File: config.mk
export PLATFORM = sky130hd
export DESIGN_NAME = keypad_entry_ctrl
export DESIGN_NICKNAME = d
export VERILOG_FILES = /design/src/rtl/keypad_entry_ctrl.sv
export SDC_FILE = /design/constraint.sdc
export NUM_CORES = 1
export LEC_CHECK = 0
export BUFFER_PORTS_ARGS = -buffer_cell sky130_fd_sc_hd__buf_4
export CORE_ASPECT_RATIO = 1.2
export CORE_UTILIZATION = 48
export DETAILED_ROUTE_END_ITERATION = 7
export GPL_TIMING_DRIVEN = 0
export PLACE_DENSITY = 0.7
export SYNTH_ARGS = -nofsm -noshare
export SYNTH_HDL_FRONTEND = slang
export SYNTH_SLANG_ARGS = --single-unit
File: constraint.sdc
create_clock -name clk -period 6.1 [get_ports clk]
set_input_delay 0.61 -clock clk [delete_from_list [all_inputs] [get_ports clk]]
set_output_delay 0.61 -clock clk [all_outputs]
set_load 0.005 [all_outputs]
File: src/rtl/keypad_entry_ctrl.sv
// rtl/keypad_entry_ctrl.sv - debounced 12-key keypad front end with BCD entry buffer
// Raw one-hot keys are synchronised, debounced into single press events, then assembled into digits.
module keypad_entry_ctrl #(
   parameter int NUM_DIGITS = 4,
   parameter int DB_CYCLES  = 4
) (
   input  logic                              clk,
   input  logic                              rst_n,
   input  logic [11:0]                       key,
   output logic                              key_evt,
   output logic [3:0]                        key_code,
   output logic                              key_held,
   output logic                              multi_err,
   output logic [4*NUM_DIGITS-1:0]           digits,
   output logic [$clog2(NUM_DIGITS+1)-1:0]   digit_cnt,
   output logic                              overflow,
   output logic                              entry_valid,
   output logic [4*NUM_DIGITS-1:0]           entry_value
);
   localparam int CW  = $clog2(DB_CYCLES+1);
   localparam int DCW = $clog2(NUM_DIGITS+1);
   localparam int DW  = 4*NUM_DIGITS;
   localparam logic [CW-1:0]  DB_MAX  = CW'(DB_CYCLES);
   localparam logic [DCW-1:0] DIG_MAX = DCW'(NUM_DIGITS);

   typedef enum logic [1:0] {
      ST_IDLE     = 2'd0,
      ST_DEBOUNCE = 2'd1,
      ST_PRESSED  = 2'd2,
      ST_RELEASE  = 2'd3
   } state_t;

   logic [11:0]    r_sync1;
   logic [11:0]    r_ks;
   state_t         r_state;
   state_t         w_state_nxt;
   logic [CW-1:0]  r_cnt;
   logic [CW-1:0]  w_cnt_nxt;
   logic [CW-1:0]  w_cnt_inc;
   logic [3:0]     r_code;
   logic [3:0]     w_code_nxt;
   logic           r_key_evt;
   logic           w_evt_nxt;
   logic [3:0]     r_key_code;
   logic [3:0]     w_key_code_nxt;
   logic           r_inv_prev;
   logic           r_multi_err;
   logic [3:0]     w_ks_code;
   logic           w_ks_zero;
   logic           w_ks_valid;
   logic           w_ks_invalid;
   logic [DW-1:0]  r_digits;
   logic [DW-1:0]  w_digits_shift;
   logic [DCW-1:0] r_digit_cnt;
   logic           r_overflow;
   logic           r_entry_valid;
   logic [DW-1:0]  r_entry_value;

   always_ff @(posedge clk or negedge rst_n) begin
      if (!rst_n) begin
         r_sync1 <= '0;
         r_ks    <= '0;
      end else begin
         r_sync1 <= key;
         r_ks    <= r_sync1;
      end
   end

   assign w_ks_zero    = (r_ks == 12'd0);
   assign w_ks_valid   = $onehot(r_ks);
   assign w_ks_invalid = !w_ks_zero && !w_ks_valid;

   always_comb begin
      w_ks_code = 4'd0;
      for (int i = 0; i < 12; i++) begin
         if (r_ks[i]) w_ks_code = 4'(i);
      end
   end

   assign w_cnt_inc = (r_cnt >= DB_MAX) ? DB_MAX : r_cnt + CW'(1);

   always_ff @(posedge clk or negedge rst_n) begin
      if (!rst_n) begin
         r_state    <= ST_IDLE;
         r_cnt      <= '0;
         r_code     <= 4'd0;
         r_key_evt  <= 1'b0;
         r_key_code <= 4'd0;
      end else begin
         r_state    <= w_state_nxt;
         r_cnt      <= w_cnt_nxt;
         r_code     <= w_code_nxt;
         r_key_evt  <= w_evt_nxt;
         r_key_code <= w_key_code_nxt;
      end
   end

   always_comb begin
      w_state_nxt    = r_state;
      w_cnt_nxt      = r_cnt;
      w_code_nxt     = r_code;
      w_evt_nxt      = 1'b0;
      w_key_code_nxt = r_key_code;
      case (r_state)
         ST_IDLE: begin
            w_cnt_nxt = '0;
            if (w_ks_valid) begin
               w_code_nxt = w_ks_code;
               w_cnt_nxt  = CW'(1);
               // A single-sample debounce accepts the press on the very first valid sample
               if (DB_CYCLES <= 1) begin
                  w_state_nxt    = ST_PRESSED;
                  w_evt_nxt      = 1'b1;
                  w_key_code_nxt = w_ks_code;
               end else begin
                  w_state_nxt = ST_DEBOUNCE;
               end
            end
         end
         ST_DEBOUNCE: begin
            if (w_ks_valid && (w_ks_code == r_code)) begin
               w_cnt_nxt = w_cnt_inc;
               if (w_cnt_inc == DB_MAX) begin
                  w_state_nxt    = ST_PRESSED;
                  w_evt_nxt      = 1'b1;
                  w_key_code_nxt = r_code;
               end
            end else begin
               w_state_nxt = ST_IDLE;
               w_cnt_nxt   = '0;
            end
         end
         ST_PRESSED: begin
            if (w_ks_zero) begin
               w_cnt_nxt   = CW'(1);
               w_state_nxt = (DB_CYCLES <= 1) ? ST_IDLE : ST_RELEASE;
            end
         end
         ST_RELEASE: begin
            if (w_ks_zero) begin
               w_cnt_nxt = w_cnt_inc;
               if (w_cnt_inc == DB_MAX) begin
                  w_state_nxt = ST_IDLE;
                  w_cnt_nxt   = '0;
               end
            end else begin
               w_cnt_nxt = CW'(1);
            end
         end
         default: begin
            w_state_nxt = ST_IDLE;
            w_cnt_nxt   = '0;
         end
      endcase
   end

   always_ff @(posedge clk or negedge rst_n) begin
      if (!rst_n) begin
         r_inv_prev  <= 1'b0;
         r_multi_err <= 1'b0;
      end else begin
         r_inv_prev  <= w_ks_invalid;
         r_multi_err <= w_ks_invalid && !r_inv_prev;
      end
   end

   // Truncating the concatenation drops the oldest digit and works for a single-digit buffer too
   assign w_digits_shift = DW'({r_digits, r_key_code});

   always_ff @(posedge clk or negedge rst_n) begin
      if (!rst_n) begin
         r_digits      <= '0;
         r_digit_cnt   <= '0;
         r_overflow    <= 1'b0;
         r_entry_valid <= 1'b0;
         r_entry_value <= '0;
      end else begin
         r_overflow    <= 1'b0;
         r_entry_valid <= 1'b0;
         if (r_key_evt) begin
            if (r_key_code <= 4'd9) begin
               if (r_digit_cnt < DIG_MAX) begin
                  r_digits    <= w_digits_shift;
                  r_digit_cnt <= r_digit_cnt + DCW'(1);
               end else begin
                  r_overflow <= 1'b1;
               end
            end else if (r_key_code == 4'hA) begin
               r_digits    <= '0;
               r_digit_cnt <= '0;
            end else if (r_digit_cnt != '0) begin
               r_entry_value <= r_digits;
               r_entry_valid <= 1'b1;
               r_digits      <= '0;
               r_digit_cnt   <= '0;
            end
         end
      end
   end

   assign key_evt     = r_key_evt;
   assign key_code    = r_key_code;
   assign key_held    = (r_state == ST_PRESSED) || (r_state == ST_RELEASE);
   assign multi_err   = r_multi_err;
   assign digits      = r_digits;
   assign digit_cnt   = r_digit_cnt;
   assign overflow    = r_overflow;
   assign entry_valid = r_entry_valid;
   assign entry_value = r_entry_value;

endmodule

==> summary.txt, run 1 <==
Run status
  – Status: completed

Synthesis
  – Post-synth ARST share: 1.00
  – Syn Area/Cell: 11.6 um2
  – Seq/Total Area, Yosys: 0.586
  – Synth Warn #: 0
  – Post-synth EDFFs: 0
  – Cell taking the most area after synthesis: dfrtp_1
  – Area contributors post-synth: dfrtp_1 (59%), mux2_2 (7.5%), nand2_1 (4.7%), fa_1 (4.3%), o21ai_0 (4.0%)
  – Synth Instances: 284
  – Yosys cell types: between 40 and 50
  – Synth top area share: 0.586
  – Primary FF master, synth: dfrtp_1
  – Synth Net Count: 314
  – Post-synthesis register bit count: 77
  – Mapped cell area: approximately 3300 um2

GRT
  – Grt total ovfl: 0
  – Number of global-route vias before repair: around 2200
  – First-pass GRT wire length: 10200 um
  – Antenna violations before repair: 0
  – Largest net degree at the start of global routing: 78
  – Total GRT Usage: 0.188

Route
  – DRC: 0
  – Via density: between 5 and 6
  – Antenna viol nets, final: 0
  – Routed via count: between 2000 and 2500
  – Final wirelength: ~6000 um
  – Starting DRT DRC Count: 115
  – DRT Pass-1 Iters: 4
  – WL per Instance: between 10 and 15 um

Timing
  – Final hold vios: 0
  – Fmax: 209 MHz
  – RSZ-0062 raised after global routing: no
  – Rel. slew slack: 0.382
  – Setup WS post-layout: 1310 ps
  – Final setup fails: 0
  – Slew Viols, Final: 0
  – Final worst path period need: 4790 ps
  – Sum of negative setup slack: 0 ps
  – Actual slew at the worst max-slew pin: 927 ps
  – Worst Skew: around 8.4 ps
  – Period utilization: 0.786

Cells and area
  – Number of antenna diodes: 0
  – Share of layout cells above drive strength 1: 0.297
  – Post-layout util: 0.618
  – Post-Layout Cell Count: 442
  – Area Overhead vs Synth: 22.8%
  – Final #Nets: between 300 and 400
  – Most common library cell in the layout ignoring fill and taps: dfrtp_1
  – Commonest non-fill, non-tap cells in the layout: dfrtp_1 (77), buf_4 (57), nand2_1 (41)

Floorplanning
  – Initial core utilization: 0.503
  – Ports: 58
  – Die height: 92.6 um
  – Die Area: 7180 um2
  – Core Region: between 6000 and 7000 um2
  – Row Count: 32
  – Die Wd: ~78 um

Clocking
  – Clk_lat worst skew: 350 ps
  – TritonCTS Buffers: 9
  – Hold-fix buffers, CTS: 0
  – # clock sinks: between 70 and 80
  – Clk slew on worst S/H paths: 80 ps
  – Clock root cell: clkbuf_8
  – CTS tree: done
  – Clock Tree Buf Depth: 2
  – Post-CTS Setup Inserts: 0
  – Number of gates resized after cts: 0
  – H-tree Lvls: 3

Critical path
  – Worst path required time: 6340 ps
  – Crit start category: register
  – Setup CP Type: reg -> reg
  – Nature of the critical path endpoint: register
  – Worst path cell trace: fa_1 -> fa_1 -> inv_1 -> fa_1 -> fa_1 -> inv_1 -> ha_1 -> inv_1 -> fa_1 -> nor2_1 -> a31oi_1 -> nor3_1 -> nor3b_1 -> mux2_2
  – Crit-path slowest cell: nor3b_1
  – Most common cell on crit path: fa_1
  – Critical path peak fanout: 6
  – Max stage delay on crit path: 660 ps
  – Critical Path AT: 5030 ps

Power
  – Cell Pwr Density: 288 nW/um2
  – Leak: 1.98 nW
  – Post-layout power: 1.16 mW
  – VDD IR-drop max: 172 uV

Placement
  – Inst Count DP: 426
  – Dpl ws: 1280 ps
  – Port Buf Inserts: 57
  – Placer Congestion: 0.773
  – Hpwl dp: 4260 um

Job
  – Max-Cap Viols: 0

Worst hold path
  – Hold Path Class: reg -> reg
-- state kept, by name, indices dropped and copies added, names as in the netlist, named ones only --
register     count
overflow         1
r_cnt            3
r_code           4
r_inv_prev       1
digit_cnt        3
digits          16
multi_err        1
key_evt          1
r_ks            12
key_code         4
r_sync1         12
entry_valid      1
entry_value     16
r_state          1
-- cells in the mapped netlist, drive strengths merged, types with 2 or more instances --
master   n
dfrtp   77
nand2   41
o21ai   28
inv     25
mux2    22
nor2    16
ha       9
a21oi    7
clkbuf   7
fa       7
nor2b    5
nor3     5
nand2b   4
nor4     3
a21o     2
a31oi    2
and2b    2
or3      2
or4      2
-- cells by family after synthesis --
logic type	synth area share
fa+ha+maj	0.0769
simple gates	0.134
compound gates	0.0861
xor+xnor	0.00267
mux	0.0754
buf+inv	0.0381
flops	0.586
-- worst max-delay path: cells and delay by family (launching register included) --
family | cells | cell delay, ps
buffers and inverters | 3 | 160
adders and majority gates | 6 | 2400
and+or+nand+nor | 3 | 1150
AOI/OAI and AO/OA | 1 | 110
DFF | 1 | 440
muxes | 1 | 410
-- cell type report --
class                           count  area (um2)
Clock inverter                      5        85.1
Fill cell                         547        2490
Timing Repair Buffer               57         428
Multi-Input combinational cell    174        1230
Clock buffer                       11         131
Sequential cell                    77        1930
Buffer                              8        31.3
Inverter                           25        93.8
Tap cell                           85         106
-- per-layer routing --
layer  global-route usage  wire length (um)
met1                0.238              2590
met5                    0                 0
met3               0.0325               197
met4                0.110               140
met2                0.303              3040
-- final timing paths --
path	from	to	slack [ps]	depth (start not counted)
min in group asynchronous	rst_n	r_cnt[2]	390	1
hold / removal	r_sync1[4]	r_ks[4]	350	0
max in group asynchronous	rst_n	r_ks[2]	5100	1
setup reg to reg	r_ks[5]	r_code[2]	1310	14
setup / recovery	r_ks[5]	r_code[2]	1310	14
hold reg to reg	r_sync1[4]	r_ks[4]	350	0
-- through the flow --
stage,hold WS (ps),area (um2)
global route,343,4040
global placement,331,3820
detailed placement,335,3820
CTS,342,4040
finish,352,4040
floorplan,314,3290
-- where the power goes --
group          switching, mW  internal [mW]  total (mW)
clock                  0.186          0.232       0.418
combinational          0.100         0.0812       0.181
sequential            0.0230          0.541       0.564
Note: power is estimated with default switching activity, not from simulation.
==> run 2, diff against run 1 <==
==> constraint.sdc (replaced) <==
create_clock -name clk -period 4.8 [get_ports clk]
set_input_delay 0.48 -clock clk [delete_from_list [all_inputs] [get_ports clk]]
set_output_delay 0.48 -clock clk [all_outputs]
set_load 0.005 [all_outputs]
==> run 2 against run 1 <==
Compared with the run above:
- clock power up 27%
- flip-flop and latch count unchanged
- via count about the same
- worst setup slack worse by 1000 ps
- sequential power up 27%
- core utilization up 0.35 points
- global-route usage up 0.065 points
- design area up 0.56%
- largest power group unchanged
- combinational power up 35%
- largest cell class unchanged
==> summary.txt, run 2 (synthesis results as in run 1) <==
Run status
  – Status: completed (unchanged)

Cells and area
  – Area Overhead vs Synth: 23.5% (was 22.8%)
  – # fillers: 547 (unchanged)
  – Share of layout cells above drive strength 1: 0.305 (was 0.297)
  – Final #Nets: 382 (unchanged)
  – Number of antenna diodes: 0 (unchanged)
  – Post-Layout Cell Count: 442 (unchanged)
  – Commonest non-fill, non-tap cells in the layout: dfrtp_1 (77), buf_4 (57), nand2_1 (41) (unchanged)
  – Post-layout util: 0.622 (was 0.618)
  – Most common library cell in the layout ignoring fill and taps: dfrtp_1 (unchanged)

Power
  – Combinational fraction of design power: 0.163 (was 0.156)
  – Sw Share: 0.270 (was 0.266)
  – Flop pwr share: 0.481 (was 0.484)
  – Clock power share: 0.356 (was 0.360)
  – Leak: 1.99 nW (was 1.98 nW)
  – Net Sw Power: 0.403 mW (was 0.309 mW)
  – VDD IR-drop max: 218 uV (was 172 uV)
  – Cell Pwr Density: 368 nW/um2 (was 288 nW/um2)
  – Pint: 1.09 mW (was 0.854 mW)

Floorplanning
  – Core Region: 6530 um2 (unchanged)
  – Die height: 92.6 um (unchanged)
  – Ports: 58 (unchanged)
  – Die Area: 7180 um2 (unchanged)
  – Row Count: 32 (unchanged)
  – Initial core utilization: 0.503 (unchanged)
  – Die Wd: 77.5 um (unchanged)

Timing
  – Period utilization: 0.944 (was 0.786)
  – Actual slew at the worst max-slew pin: 928 ps (was 927 ps)
  – Final worst path period need: 4530 ps (was 4790 ps)
  – Final setup fails: 0 (unchanged)
  – Final hold vios: 0 (unchanged)
  – Setup WS post-layout: 269 ps (was 1310 ps)
  – RSZ-0062 raised after global routing: no (unchanged)
  – Hold Slack: 226 ps (was 352 ps)
  – Slew Viols, Final: 0 (unchanged)
  – Sum of negative setup slack: 0 ps (unchanged)
  – Worst Skew: 8.46 ps (was 8.41 ps)
  – Rel. slew slack: 0.382 (about the same)
  – Fmax: 221 MHz (was 209 MHz)

Worst hold path
  – Worst hold path stage count: 1 (was 0)
  – Worst Hold Path EP: r_sync1[7] (was r_ks[4])
  – Hold Startpoint: key[7] (was r_sync1[4])
  – Hold Path Class: in -> reg (was reg -> reg)

Critical path
  – Critical path peak fanout: 5 (was 6)
  – Reg2Reg Depth: 15 (was 14)
  – Setup CP Type: reg -> reg (unchanged)
  – Worst r2r src: r_ks[5] (unchanged)
  – Largest delay contributor family on the critical path: adder cells (unchanged)
  – CP bufs+invs: 3 (unchanged)
  – Critical Path AT: 4770 ps (was 5030 ps)
  – Crit-path slowest cell: fa_1 (was nor3b_1)
  – Nature of the critical path endpoint: register (unchanged)
  – R2r setup slk: 270 ps (was 1310 ps)
  – Worst path cell trace: fa_1 -> fa_1 -> inv_1 -> fa_1 -> fa_1 -> inv_1 -> ha_1 -> inv_1 -> fa_1 -> nor2_1 -> a31oi_1 -> nor4_2 -> o2111ai_2 -> nor3_4 -> mux2_2 (was fa_1 -> fa_1 -> inv_1 -> fa_1 -> fa_1 -> inv_1 -> ha_1 -> inv_1 -> fa_1 -> nor2_1 -> a31oi_1 -> nor3_1 -> nor3b_1 -> mux2_2)
  – R2r endpoint: key_code[1] (was r_code[2])
  – Max stage delay on crit path: 500 ps (was 660 ps)
  – Most common cell on crit path: fa_1 (unchanged)
  – Crit start category: register (unchanged)
  – Worst path required time: 5040 ps (was 6340 ps)

Clocking
  – TritonCTS Buffers: 9 (unchanged)
  – Clk slew on worst S/H paths: 80 ps (about the same)
  – H-tree Lvls: 3 (unchanged)
  – # clock sinks: 77 (unchanged)
  – Clock Tree Buf Depth: 2 (unchanged)
  – CTS tree: done (unchanged)
  – Clk_lat worst skew: 350 ps (about the same)
  – Clock root cell: clkbuf_8 (unchanged)

GRT
  – First-pass GRT wire length: 10200 um (about the same)
  – Total GRT Usage: 0.188 (about the same)
  – Number of global-route vias before repair: 2186 (was 2175)
  – Antenna violations before repair: 0 (unchanged)
  – Largest net degree at the start of global routing: 78 (unchanged)
  – Grt total ovfl: 0 (unchanged)

Placement
  – Hpwl dp: 4260 um (unchanged)
  – Inst Count DP: 426 (unchanged)
  – Port Buf Inserts: 57 (unchanged)
  – Placer Congestion: 0.773 (unchanged)
  – Dpl ws: -22.9 ps (was 1280 ps)

Route
  – DRT Pass-1 Iters: 4 (unchanged)
  – Final wirelength: 5970 um (was 5960 um)
  – Antenna viol nets, final: 0 (unchanged)
  – WL per Instance: 13.5 um (about the same)
  – Routed via count: 2258 (was 2256)
  – DRC: 0 (unchanged)
  – Via density: 5.11 (was 5.10)
  – Starting DRT DRC Count: 141 (was 115)

Job
  – Max-Cap Viols: 0 (unchanged)
-- run 2: cell counts in the layout (fill, tap and decap cells not counted) --
No cell type changed its count.
-- run 2: how the worst max path moves through the flow --
stage                  from     endpoint  slack (ps)  cells after the start
floorplan           r_ks[0]    r_code[2]         390                     14
global placement    r_ks[5]    r_code[2]          40                     14
detailed placement  r_ks[5]    r_code[2]         -20                     14
CTS                 r_ks[5]  key_code[1]         140                     15
global route        r_ks[0]  key_code[3]          40                     15
finish              r_ks[5]  key_code[1]         270                     15
-- run 2: layer usage --
metal / part of all wire / up-vias / global-route usage
li1: - / 1082 / -
met2: 0.51 / 50 / 0.305
met4: 0.025 / 0 / 0.110
met3: 0.034 / 10 / 0.0325
met1: 0.43 / 1116 / 0.238
met5: 0 / - / 0
-- run 2: worst register-to-register path, delay by kind of cell (launching register included) --
kind	cells	cell delay (ps)
mux	1	370
simple gates	3	670
compound gates	2	360
fa+ha+maj	6	2410
flops	1	440
buf+inv	3	160
-- run 2: layout make-up --
class | instances | area (um2) | area share
Buffer | 8 | 31.3 | 0.00771
Clock buffer | 11 | 131 | 0.0324
Clock inverter | 5 | 85.1 | 0.0210
Inverter | 25 | 93.8 | 0.0231
Multi-Input combinational cell | 174 | 1260 | 0.309
Sequential cell | 77 | 1930 | 0.475
Tap cell | 85 | 106 | 0.0262
Timing Repair Buffer | 57 | 428 | 0.105
-- run 2: what timing repair did --
action,4_1_cts,5_1_grt
resized for setup,1,3
endpoints found under the hold margin,0,0
hold buffers,0,0
setup endpoints to repair,2,6
buffers inserted,0,0
-- run 2: per-stage QoR --
stage	power, mW	cell area, um2
2_1_floorplan	0.892	3290
3_3_place_gp	0.949	3820
3_5_place_dp	0.962	3820
4_1_cts	1.50	4040
5_1_grt	1.58	4060
6_report	1.50	4060
-- run 2: power by group through the flow --
stage	clock [mW]	sequential, mW	combinational, mW
6_report	0.532	0.719	0.244
5_1_grt	0.575	0.724	0.280
4_1_cts	0.545	0.717	0.237
3_5_place_dp	0	0.729	0.233
3_3_place_gp	0	0.727	0.222
2_1_floorplan	0	0.721	0.171
==> run 3, diff against run 2 <==
--- a/config.mk
+++ b/config.mk
@@ -11,6 +11,7 @@
 export DETAILED_ROUTE_END_ITERATION = 7
 export GPL_TIMING_DRIVEN = 0
 export PLACE_DENSITY = 0.7
+export SETUP_SLACK_MARGIN = 0.3
 export SYNTH_ARGS = -nofsm -noshare
 export SYNTH_HDL_FRONTEND = slang
 export SYNTH_SLANG_ARGS = --single-unit
==> run 3 against run 2 <==
Compared with the run above:
- global-route usage increased by 0.13 points
- largest power group unchanged
- routed wire length increased by 1.2%
- cell count increased by 0.90%
- critical path depth unchanged
==> summary.txt, run 3 (synthesis results as in run 1) <==
Critical path
  – Critical path peak fanout: 5 (unchanged)
  – Max stage delay on crit path: 520 ps (was 500 ps)
  – Setup CP Type: reg -> reg (unchanged)
  – Worst path required time: 5040 ps (about the same)
  – Critical Path AT: 4680 ps (was 4770 ps)
  – Crit-path slowest cell: fa_1 (unchanged)
  – Worst path cell trace: fa_1 -> fa_1 -> inv_1 -> fa_1 -> fa_1 -> inv_1 -> ha_2 -> inv_2 -> fa_2 -> nor2_2 -> a31oi_2 -> nor4_2 -> o2111ai_2 -> nor3_4 -> mux2_2 (was fa_1 -> fa_1 -> inv_1 -> fa_1 -> fa_1 -> inv_1 -> ha_1 -> inv_1 -> fa_1 -> nor2_1 -> a31oi_1 -> nor4_2 -> o2111ai_2 -> nor3_4 -> mux2_2)
  – Nature of the critical path endpoint: register (unchanged)
  – Most common cell on crit path: fa_1 (unchanged)
  – Crit start category: register (unchanged)

Placement
  – Hpwl dp: 4260 um (unchanged)
  – Inst Count DP: 426 (unchanged)
  – Placed inst area: 3820 um2 (unchanged)
  – Port Buf Inserts: 57 (unchanged)
  – Placer Congestion: 0.773 (unchanged)

Route
  – DRT Pass-1 Iters: 4 (unchanged)
  – Routed via count: 2286 (was 2258)
  – DRC: 0 (unchanged)
  – Via density: 5.13 (was 5.11)
  – Starting DRT DRC Count: 137 (was 141)
  – Antenna viol nets, final: 0 (unchanged)
  – WL per Instance: 13.5 um (about the same)
  – Final wirelength: 6040 um (was 5970 um)

Power
  – Cell Pwr Density: 369 nW/um2 (was 368 nW/um2)
  – VDD IR-drop max: 223 uV (was 218 uV)
  – Leak: 2.00 nW (was 1.99 nW)

Timing
  – Rel. slew slack: 0.381 (was 0.382)
  – Actual slew at the worst max-slew pin: 929 ps (was 928 ps)
  – Final worst path period need: 4440 ps (was 4530 ps)
  – Fmax: 225 MHz (was 221 MHz)
  – Worst Skew: 8.50 ps (was 8.46 ps)
  – Final hold vios: 0 (unchanged)
  – Slew Viols, Final: 0 (unchanged)
  – Hold Slack: 224 ps (was 226 ps)
  – Final setup fails: 0 (unchanged)
  – Sum of negative setup slack: 0 ps (unchanged)
  – Period utilization: 0.925 (was 0.944)
  – RSZ-0062 raised after global routing: yes (was no)

Floorplanning
  – Die height: 92.6 um (unchanged)
  – Die Area: 7180 um2 (unchanged)
  – Row Count: 32 (unchanged)
  – Ports: 58 (unchanged)
  – Core Region: 6530 um2 (unchanged)
  – Initial core utilization: 0.503 (unchanged)
  – Die Wd: 77.5 um (unchanged)

Clocking
  – CTS tree: done (unchanged)
  – Clock Tree Buf Depth: 2 (unchanged)
  – Hold-fix buffers, CTS: 0 (unchanged)
  – Clk slew on worst S/H paths: 80 ps (about the same)
  – Clock root cell: clkbuf_8 (unchanged)
  – # clock sinks: 77 (unchanged)
  – Clk_lat worst skew: 360 ps (was 350 ps)
  – TritonCTS Buffers: 9 (unchanged)
  – H-tree Lvls: 3 (unchanged)

Cells and area
  – Final #Nets: 386 (was 382)
  – Share of layout cells above drive strength 1: 0.330 (was 0.305)
  – Number of antenna diodes: 0 (unchanged)
  – Post-layout util: 0.630 (was 0.622)
  – Commonest non-fill, non-tap cells in the layout: dfrtp_1 (77), buf_4 (61), nand2_1 (41) (was dfrtp_1 (77), buf_4 (57), nand2_1 (41))
  – Most common library cell in the layout ignoring fill and taps: dfrtp_1 (unchanged)
  – Area Overhead vs Synth: 25.2% (was 23.5%)
  – Post-route cell area: 4110 um2 (was 4060 um2)
  – Post-Layout Cell Count: 446 (was 442)

Worst hold path
  – Hold Path Class: in -> reg (unchanged)

Job
  – Max-Cap Viols: 0 (unchanged)

GRT
  – Largest net degree at the start of global routing: 78 (unchanged)
  – Total GRT Usage: 0.190 (was 0.188)
  – Grt total ovfl: 0 (unchanged)
  – Antenna violations before repair: 0 (unchanged)
  – First-pass GRT wire length: 10300 um (was 10200 um)
  – Number of global-route vias before repair: 2199 (was 2186)

Run status
  – Status: completed (unchanged)
-- run 3: cell count changes in the layout (fill, tap and decap cells not counted), sizes merged --
cell | previous run | this run
buf | 58 | 62
-- run 3: path summary, 6_finish.rpt --
kind | slack (ps) | startpoint | end | cells after the start
max | 360 | r_ks[0] | key_code[1] | 15
min | 220 | key[7] | r_sync1[7] | 1
max reg2reg | 360 | r_ks[0] | key_code[1] | 15
min reg2reg | 350 | r_sync1[4] | r_ks[4] | 0
max in group asynchronous | 3930 | rst_n | r_ks[2] | 1
min in group asynchronous | 250 | rst_n | r_cnt[2] | 1
-- run 3: layer usage --
layer  part of all wire  vias to the layer above  global-route usage
li1                   -                     1090                   -
met1               0.43                     1138               0.240
met2               0.51                       49               0.307
met3              0.033                        9              0.0325
met4              0.025                        0               0.110
met5                  0                        -                   0
-- run 3: critical path, delay by kind of cell (launching register included) --
kind / cells / cell delay [ps]
adder cells (fa/ha/maj): 6 / 2430
AND/OR/NAND/NOR: 3 / 650
flip-flops: 1 / 410
multiplexers: 1 / 370
AO/OA/AOI/OAI: 2 / 330
buffers and inverters: 3 / 150
-- run 3: final cells by class --
type / instances / area [um2]
Tap cell: 85 / 106
Buffer: 8 / 31.3
Fill cell: 546 / 2410
Sequential cell: 77 / 1930
Multi-Input combinational cell: 174 / 1280
Clock inverter: 5 / 85.1
Clock buffer: 11 / 131
Inverter: 25 / 93.8
Timing Repair Buffer: 61 / 458
-- run 3: timing repair --
action / 4_1_cts / 5_1_grt
pin swaps: 0 / 1
setup endpoints to repair: 9 / 12
buffers inserted: 2 / 2
gates resized for setup: 6 / 6
-- run 3: per-stage QoR --
stage / setup WS [ps] / power, mW
2_1_floorplan: 386 / 0.892
3_3_place_gp: 40.5 / 0.949
3_5_place_dp: -22.9 / 0.962
4_1_cts: 270 / 1.51
5_1_grt: 121 / 1.60
6_report: 358 / 1.52
-- run 3: where the power goes --
group	switching [mW]	total, mW	internal [mW]
Clock	0.238	0.533	0.295
Sequential	0.0318	0.719	0.687
Combinational	0.145	0.267	0.123
Total	0.415	1.52	1.10
